<file path="config.mk">
export PLATFORM = sky130hd
export DESIGN_NAME = control_unit
export DESIGN_NICKNAME = d
export VERILOG_FILES = /design/src/rtl/control_unit_pkg.sv /design/src/rtl/control_unit_instr_decoder.sv /design/src/rtl/control_unit.sv
export SDC_FILE = /design/constraint.sdc
export NUM_CORES = 1
export LEC_CHECK = 0
export CAP_MARGIN = 25
export CORE_MARGIN = 3
export CORE_UTILIZATION = 34
export DETAILED_ROUTE_END_ITERATION = 16
export PLACE_DENSITY = 0.8
export SLEW_MARGIN = 20
export SYNTH_ARGS = -nofsm -noshare
export SYNTH_HDL_FRONTEND = slang
export SYNTH_HIERARCHICAL = 1
export SYNTH_SLANG_ARGS = --single-unit
</file>
<file path="constraint.sdc">
create_clock -name clock -period 1.9 [get_ports clock]
set_input_delay 0.19 -clock clock [delete_from_list [all_inputs] [get_ports clock]]
set_output_delay 0.19 -clock clock [all_outputs]
set_load 0.02 [all_outputs]
</file>
<file path="src/rtl/control_unit_pkg.sv">
// Shared encodings for the control unit: opcodes, ALU ops, FSM states, funsel and mux source codes.
// Pure declarations, no latency; no flow control.
package control_unit_pkg;

    localparam logic [3:0] OP_LDI  = 4'h0;
    localparam logic [3:0] OP_LD   = 4'h1;
    localparam logic [3:0] OP_ST   = 4'h2;
    localparam logic [3:0] OP_MOV  = 4'h3;
    localparam logic [3:0] OP_ADD  = 4'h4;
    localparam logic [3:0] OP_SUB  = 4'h5;
    localparam logic [3:0] OP_AND  = 4'h6;
    localparam logic [3:0] OP_OR   = 4'h7;
    localparam logic [3:0] OP_NOT  = 4'h8;
    localparam logic [3:0] OP_INC  = 4'h9;
    localparam logic [3:0] OP_BRA  = 4'hA;
    localparam logic [3:0] OP_BEQ  = 4'hB;
    localparam logic [3:0] OP_BNE  = 4'hC;
    localparam logic [3:0] OP_LDAR = 4'hD;
    localparam logic [3:0] OP_NOP  = 4'hE;
    localparam logic [3:0] OP_HLT  = 4'hF;

    // ALU function per opcode, index 15 on the left; only opcodes 4..9 are meaningful.
    localparam logic [15:0][3:0] ALU_OP = {
        4'h0, 4'h0, 4'h0, 4'h0, 4'h0, 4'h0,
        4'h9, 4'h2, 4'h8, 4'h7, 4'h6, 4'h4,
        4'h0, 4'h0, 4'h0, 4'h0
    };
    localparam logic [3:0] ALU_PASS_A = 4'h0;

    localparam logic [2:0] ST_T0   = 3'd0;
    localparam logic [2:0] ST_T1   = 3'd1;
    localparam logic [2:0] ST_T2   = 3'd2;
    localparam logic [2:0] ST_T3   = 3'd3;
    localparam logic [2:0] ST_HALT = 3'd4;

    localparam logic [1:0] FS_DEC  = 2'b00;
    localparam logic [1:0] FS_INC  = 2'b01;
    localparam logic [1:0] FS_LOAD = 2'b10;
    localparam logic [1:0] FS_CLR  = 2'b11;

    localparam logic [3:0] ARF_PC     = 4'b0001;
    localparam logic [3:0] ARF_AR     = 4'b0010;
    localparam logic [3:0] ARF_SP     = 4'b0100;
    localparam logic [3:0] ARF_PCPAST = 4'b1000;

    localparam logic [1:0] OUT_PC     = 2'd0;
    localparam logic [1:0] OUT_AR     = 2'd1;
    localparam logic [1:0] OUT_SP     = 2'd2;
    localparam logic [1:0] OUT_PCPAST = 2'd3;

    localparam logic [1:0] MUXA_ALU = 2'd0;
    localparam logic [1:0] MUXA_MEM = 2'd1;
    localparam logic [1:0] MUXA_IR  = 2'd2;
    localparam logic [1:0] MUXA_ARF = 2'd3;

    localparam logic [1:0] MUXB_ALU = 2'd0;
    localparam logic [1:0] MUXB_MEM = 2'd1;
    localparam logic [1:0] MUXB_IR  = 2'd2;
    localparam logic [1:0] MUXB_ARF = 2'd3;

    // Memory write data: ALU result or the RF O1 port.
    localparam logic MUXC_ALU = 1'b0;
    localparam logic MUXC_RF  = 1'b1;

    typedef enum logic [2:0] {
        CLS_ALU,
        CLS_MEM,
        CLS_BR,
        CLS_LDI,
        CLS_MOV,
        CLS_LDAR,
        CLS_NOP,
        CLS_HLT
    } instr_class_t;

    // R1..R4 sit at RF output codes 100..111; 0xx are the temporaries.
    function automatic logic [2:0] rf_osel(input logic [1:0] r);
        return {1'b1, r};
    endfunction

    function automatic logic [3:0] rf_onehot(input logic [1:0] r);
        return 4'b0001 << r;
    endfunction

endpackage

</file>
<file path="src/rtl/control_unit_instr_decoder.sv">
// Maps an opcode onto its execution class; purely combinational, zero latency.
// No flow control.
module instr_decoder
    import control_unit_pkg::*;
(
    input  logic [3:0]   i_opcode,
    output instr_class_t o_class
);

    always_comb begin
        o_class = CLS_NOP;
        case (i_opcode)
            OP_LDI:                                         o_class = CLS_LDI;
            OP_LD, OP_ST:                                   o_class = CLS_MEM;
            OP_MOV:                                         o_class = CLS_MOV;
            OP_ADD, OP_SUB, OP_AND, OP_OR, OP_NOT, OP_INC:  o_class = CLS_ALU;
            OP_BRA, OP_BEQ, OP_BNE:                         o_class = CLS_BR;
            OP_LDAR:                                        o_class = CLS_LDAR;
            OP_NOP:                                         o_class = CLS_NOP;
            OP_HLT:                                         o_class = CLS_HLT;
            default:                                        o_class = CLS_NOP;
        endcase
    end

endmodule

</file>
<file path="src/rtl/control_unit.sv">
// Moore control FSM: two-cycle byte fetch, then 1 execute cycle (2 for LD/ST); 3 or 4 clocks per instruction.
// No backpressure; reset forces idle outputs plus PC/AR/SP clear without waiting for a clock.
module control_unit
    import control_unit_pkg::*;
(
    input  logic        clock,
    input  logic        reset_n,
    input  logic [15:0] ir_in,
    input  logic [3:0]  alu_flag,
    output logic        IR_enable,
    output logic        IR_lh,
    output logic [1:0]  funsel_IR,
    output logic [3:0]  regsel_arf,
    output logic [1:0]  funsel_arf,
    output logic [1:0]  outasel,
    output logic [1:0]  outbsel,
    output logic [3:0]  regsel_rf,
    output logic [3:0]  rf_tsel,
    output logic [1:0]  funsel_rf,
    output logic [2:0]  rf_o1sel,
    output logic [2:0]  rf_o2sel,
    output logic [3:0]  funsel_alu,
    output logic [1:0]  MUXSelA,
    output logic [1:0]  MUXSelB,
    output logic        MUXSelC,
    output logic        wrMEM,
    output logic        csMEM,
    output logic        halted
);

    logic [2:0]   r_state;
    logic [2:0]   w_next_state;
    logic         r_z;
    logic [3:0]   w_opcode;
    logic [1:0]   w_rd;
    logic [1:0]   w_rs;
    logic         w_br_take;
    instr_class_t w_class;
    logic         w_unused;

    assign w_opcode = ir_in[15:12];
    assign w_rd     = ir_in[11:10];
    assign w_rs     = ir_in[9:8];
    // The immediate reaches the datapath through the IR mux path, and only Z is kept from the flags.
    assign w_unused = ^{ir_in[7:0], alu_flag[2:0]};

    instr_decoder u_dec (
        .i_opcode (w_opcode),
        .o_class  (w_class)
    );

    assign w_br_take = (w_opcode == OP_BRA)
                     | ((w_opcode == OP_BEQ) &  r_z)
                     | ((w_opcode == OP_BNE) & ~r_z);

    always_comb begin
        w_next_state = ST_T0;
        case (r_state)
            ST_T0:   w_next_state = ST_T1;
            ST_T1:   w_next_state = ST_T2;
            ST_T2: begin
                if (w_class == CLS_MEM)      w_next_state = ST_T3;
                else if (w_class == CLS_HLT) w_next_state = ST_HALT;
                else                         w_next_state = ST_T0;
            end
            ST_T3:   w_next_state = ST_T0;
            ST_HALT: w_next_state = ST_HALT;
            default: w_next_state = ST_T0;
        endcase
    end

    always_ff @(posedge clock or negedge reset_n) begin
        if (!reset_n) begin
            r_state <= ST_T0;
            r_z     <= 1'b0;
        end else begin
            r_state <= w_next_state;
            if ((r_state == ST_T2) && (w_class == CLS_ALU)) begin
                r_z <= alu_flag[3];
            end
        end
    end

    always_comb begin
        IR_enable  = 1'b0;
        IR_lh      = 1'b0;
        funsel_IR  = 2'b00;
        regsel_arf = 4'b0000;
        funsel_arf = 2'b00;
        outasel    = 2'b00;
        outbsel    = 2'b00;
        regsel_rf  = 4'b0000;
        rf_tsel    = 4'b0000;
        funsel_rf  = 2'b00;
        rf_o1sel   = 3'b000;
        rf_o2sel   = 3'b000;
        funsel_alu = 4'b0000;
        MUXSelA    = 2'b00;
        MUXSelB    = 2'b00;
        MUXSelC    = 1'b0;
        wrMEM      = 1'b0;
        csMEM      = 1'b1;
        halted     = 1'b0;

        // Reset overrides the state decode so an in-flight store is dropped at once.
        if (!reset_n) begin
            regsel_arf = ARF_PC | ARF_AR | ARF_SP;
            funsel_arf = FS_CLR;
        end else begin
            case (r_state)
                ST_T0, ST_T1: begin
                    IR_enable  = 1'b1;
                    IR_lh      = (r_state == ST_T1);
                    funsel_IR  = FS_LOAD;
                    regsel_arf = ARF_PC;
                    funsel_arf = FS_INC;
                    outbsel    = OUT_PC;
                    csMEM      = 1'b0;
                end
                ST_T2: begin
                    case (w_class)
                        CLS_ALU: begin
                            rf_o1sel   = rf_osel(w_rd);
                            rf_o2sel   = rf_osel(w_rs);
                            funsel_alu = ALU_OP[w_opcode];
                            MUXSelA    = MUXA_ALU;
                            regsel_rf  = rf_onehot(w_rd);
                            funsel_rf  = FS_LOAD;
                        end
                        CLS_MEM: begin
                            outbsel = OUT_AR;
                            csMEM   = 1'b0;
                        end
                        CLS_BR: begin
                            if (w_br_take) begin
                                MUXSelB    = MUXB_IR;
                                regsel_arf = ARF_PC;
                                funsel_arf = FS_LOAD;
                            end
                        end
                        CLS_LDI: begin
                            MUXSelA   = MUXA_IR;
                            regsel_rf = rf_onehot(w_rd);
                            funsel_rf = FS_LOAD;
                        end
                        CLS_MOV: begin
                            rf_o1sel   = rf_osel(w_rs);
                            funsel_alu = ALU_PASS_A;
                            MUXSelA    = MUXA_ALU;
                            regsel_rf  = rf_onehot(w_rd);
                            funsel_rf  = FS_LOAD;
                        end
                        CLS_LDAR: begin
                            MUXSelB    = MUXB_IR;
                            regsel_arf = ARF_AR;
                            funsel_arf = FS_LOAD;
                        end
                        default: begin
                        end
                    endcase
                end
                ST_T3: begin
                    outbsel = OUT_AR;
                    csMEM   = 1'b0;
                    if (w_opcode == OP_LD) begin
                        MUXSelA   = MUXA_MEM;
                        regsel_rf = rf_onehot(w_rd);
                        funsel_rf = FS_LOAD;
                    end else begin
                        wrMEM    = 1'b1;
                        MUXSelC  = MUXC_RF;
                        rf_o1sel = rf_osel(w_rs);
                    end
                end
                ST_HALT: begin
                    halted = 1'b1;
                end
                default: begin
                end
            endcase
        end
    end

endmodule

</file>
==> flow_summary.json <==
{
  "status": "finished with violations",
  "violations": "setup timing",
  "cp_num_buf_inv": 2,
  "tns_ps": -932,
  "dp_hpwl_um": 2510,
  "p_clk_frac": 0.094,
  "finClkSkew_ps": 1.61,
  "die_y_um": 56.6,
  "globalplace.congestion": 0.813,
  "clk_path_buf_depth": 2,
  "drc": 0,
  "postPlaceCellArea_mm2": 0.00147,
  "synthCells": 116,
  "worstSkewPairLatency_ps": 240,
  "antenna_cells": 0,
  "syn2layout_area_growth_pct": 103,
  "core-area_mm2": 0.00232,
  "post-route-util": 0.761,
  "drt-total-wl_um": 3730,
  "setup_viol": 13,
  "critPathSlowestCell": "dfrtp_2",
  "drive_gt1_frac": 0.546,
  "synthDominantCellAreaShare": 0.115,
  "final_cells": 224,
  "power.leakage_nw": 0.798,
  "clk_pin_slew_ps": 40,
  "grt_usage": 0.226,
  "syn_area_um2": 871,
  "synth_commonest_cells": "14 x nand2_1, 13 x buf_4, 8 x a21oi_1, 8 x inv_1, 6 x nor2_1",
  "maxSlewViolCount": 0,
  "comb_power_share": 0.759,
  "met1_length_um": 1410,
  "vias": 1190,
  "pre_cts_ws_ps": -1140,
  "grt_pass1_wl_um": 5770,
  "cts_buffers": 3,
  "max_freq_ghz": 0.492,
  "async_reset_ff_frac": 1.00,
  "ctsHoldBuffers": 0,
  "end_kind": "output pin",
  "pin_count": 64,
  "critPathKind": "reg2out",
  "worstPathCellList": "nor4b_4, a22oi_2, buf_6, a2111oi_4, buf_4",
  "drtIter0Drc": 29,
  "fin_ws_ps": -133,
  "row_count": 17,
  "swShare": 0.471,
  "ir_drop_uv": 662,
  "fill_cells": 157,
  "min_path_type": "in2async",
  "wire_per_inst_um": 16.6,
  "p_sw_mw": 0.533,
  "dp.cells": 211,
  "layout_min_cycle_time_ps": 2030,
  "htreeDepth": 1,
  "wl_met3_um": 210,
  "synth_flop_cell": "dfrtp_1",
  "drv_cap": 0,
  "die_w_um": 56.6,
  "synth-seq-area-share": 0.115,
  "cp_max_fo": 6,
  "dr.pass1.iters": 4,
  "synth-seq-cells": 4,
  "cts.sinks": 4,
  "tritoncts": "built",
  "port-buffer-count": 41,
  "topRoutingLayerUsed": "met4",
  "antenna_found_initial": 0,
  "arrival_ps": 1840,
  "antenna_left": 0,
  "post-route-period-util": 1.07,
  "required_ps": 1710,
  "fp.dieArea_mm2": 0.00320,
  "critPathTopFamily": "flip-flops",
  "grt_pass1_vias": 1284,
  "grt-ovfl-total": 0,
  "crit_path_start_kind": "register",
  "finalPower_mw": 1.13,
  "synth_cell_types": 38,
  "hold_violations": 0,
  "power.internal_mw": 0.599,
  "rsz0062_at_grt": "yes",
  "cts_root_buf": "clkbuf_4",
  "ys_top_cells_by_area": "dfrtp_1 11%, buf_4 11%, ha_1 7.2%",
  "rrSetupSlack_ps": 440,
  "seqPwrFrac": 0.148,
  "nets": 225,
  "met2WireLength_um": 2050,
  "vias_per_cell": 5.31,
  "synth_edf_count": 0,
  "final_cell_area_mm2": 0.00176,
  "whs_ps": 447,
  "synth.most_common_cell": "nand2_1",
  "grt_max_degree": 10,
  "yosys.area.top_type": "dfrtp_1",
  "critical-path-max-stage-delay_ps": 460,
  "yosys_warnings": 6,
  "syn_area_per_cell_um2": 7.51,
  "start_util": 0.376,
  "p_per_area_mw_per_mm2": 642
}
worst register-to-register path, stage by stage, from the launching register on:
cell,delay [ps]
dfrtp_2,460
nor4b_4,280
buf_4,160
buf_4,120
nand2_1,50
mux2_2,260
flip-flops by register name, summed over array words and instances (netlist names):
name	cells
r_state	3
r_z	1
power by group through the flow:
stage          clock (mW)  sequential [mW]  combinational, mW
6_report            0.106            0.167              0.859
5_1_grt             0.119            0.173              0.907
4_1_cts             0.111            0.166              0.804
3_5_place_dp            0            0.164              0.703
3_3_place_gp            0            0.161              0.679
2_1_floorplan           0            0.134              0.449
kinds of logic after synthesis:
family	count (synthesis)	share of synthesized area
buffers and inverters	25	0.182
multiplexers	1	0.0129
AND/OR/NAND/NOR	54	0.388
other	1	0.00431
flip-flops	4	0.115
adder cells (fa/ha/maj)	5	0.0718
AO/OA/AOI/OAI	26	0.226
cells in the final DEF, fill, tap and decap left out, drive strengths merged, types with 3 or more instances in the layout:
master         Yosys  final
clkdlybuf4s50      0      6
nand4              3      3
o211ai             3      3
ha                 5      5
nor2b              4      4
a21oi              8      8
dfrtp              4      4
nor3               3      3
dlygate4sd2        0      4
nand2b             4      4
nor3b              3      3
nand3              3      3
inv                8      8
nand3b             4      4
nand2             14     14
buf               16     68
and2               3      3
nor2               6      6
conb               1     11
a2111oi            4      4
clkbuf             1      5
final timing paths:
check | startpoint | endpoint | depth (start not counted)
max in group asynchronous | reset_n | r_state[0] | 3
worst max-delay path | r_state[2] | regsel_rf[2] | 5
worst max register to register | r_state[2] | r_z | 5
worst min-delay path | reset_n | r_state[2] | 3
min in group clock | ir_in[14] | r_state[2] | 5
worst min register to register | r_z | r_z | 1
metal layers:
layer | vias to the layer above | global-route usage
met5 | - | 0
met1 | 566 | 0.229
met4 | 0 | 0.0780
met3 | 8 | 0.0437
met2 | 66 | 0.446
li1 | 550 | -
final cells by class:
type	count	area (µm²)	share of cell area
Clock buffer	3	22.5	0.0128
Inverter	8	30.0	0.0170
Multi-Input combinational cell	97	847	0.480
Sequential cell	4	103	0.0582
Tap cell	28	35.0	0.0199
Timing Repair Buffer	84	727	0.412
timing repair:
| action | CTS | global route |
|---|---|---|
| setup endpoints to repair | 34 | 29 |
| endpoints found under the hold margin | 0 | 0 |
| pin swaps | 13 | 8 |
| gates resized for setup | 174 | 32 |
| buffers inserted | 9 | 1 |
(Power assumes the default switching activity.)
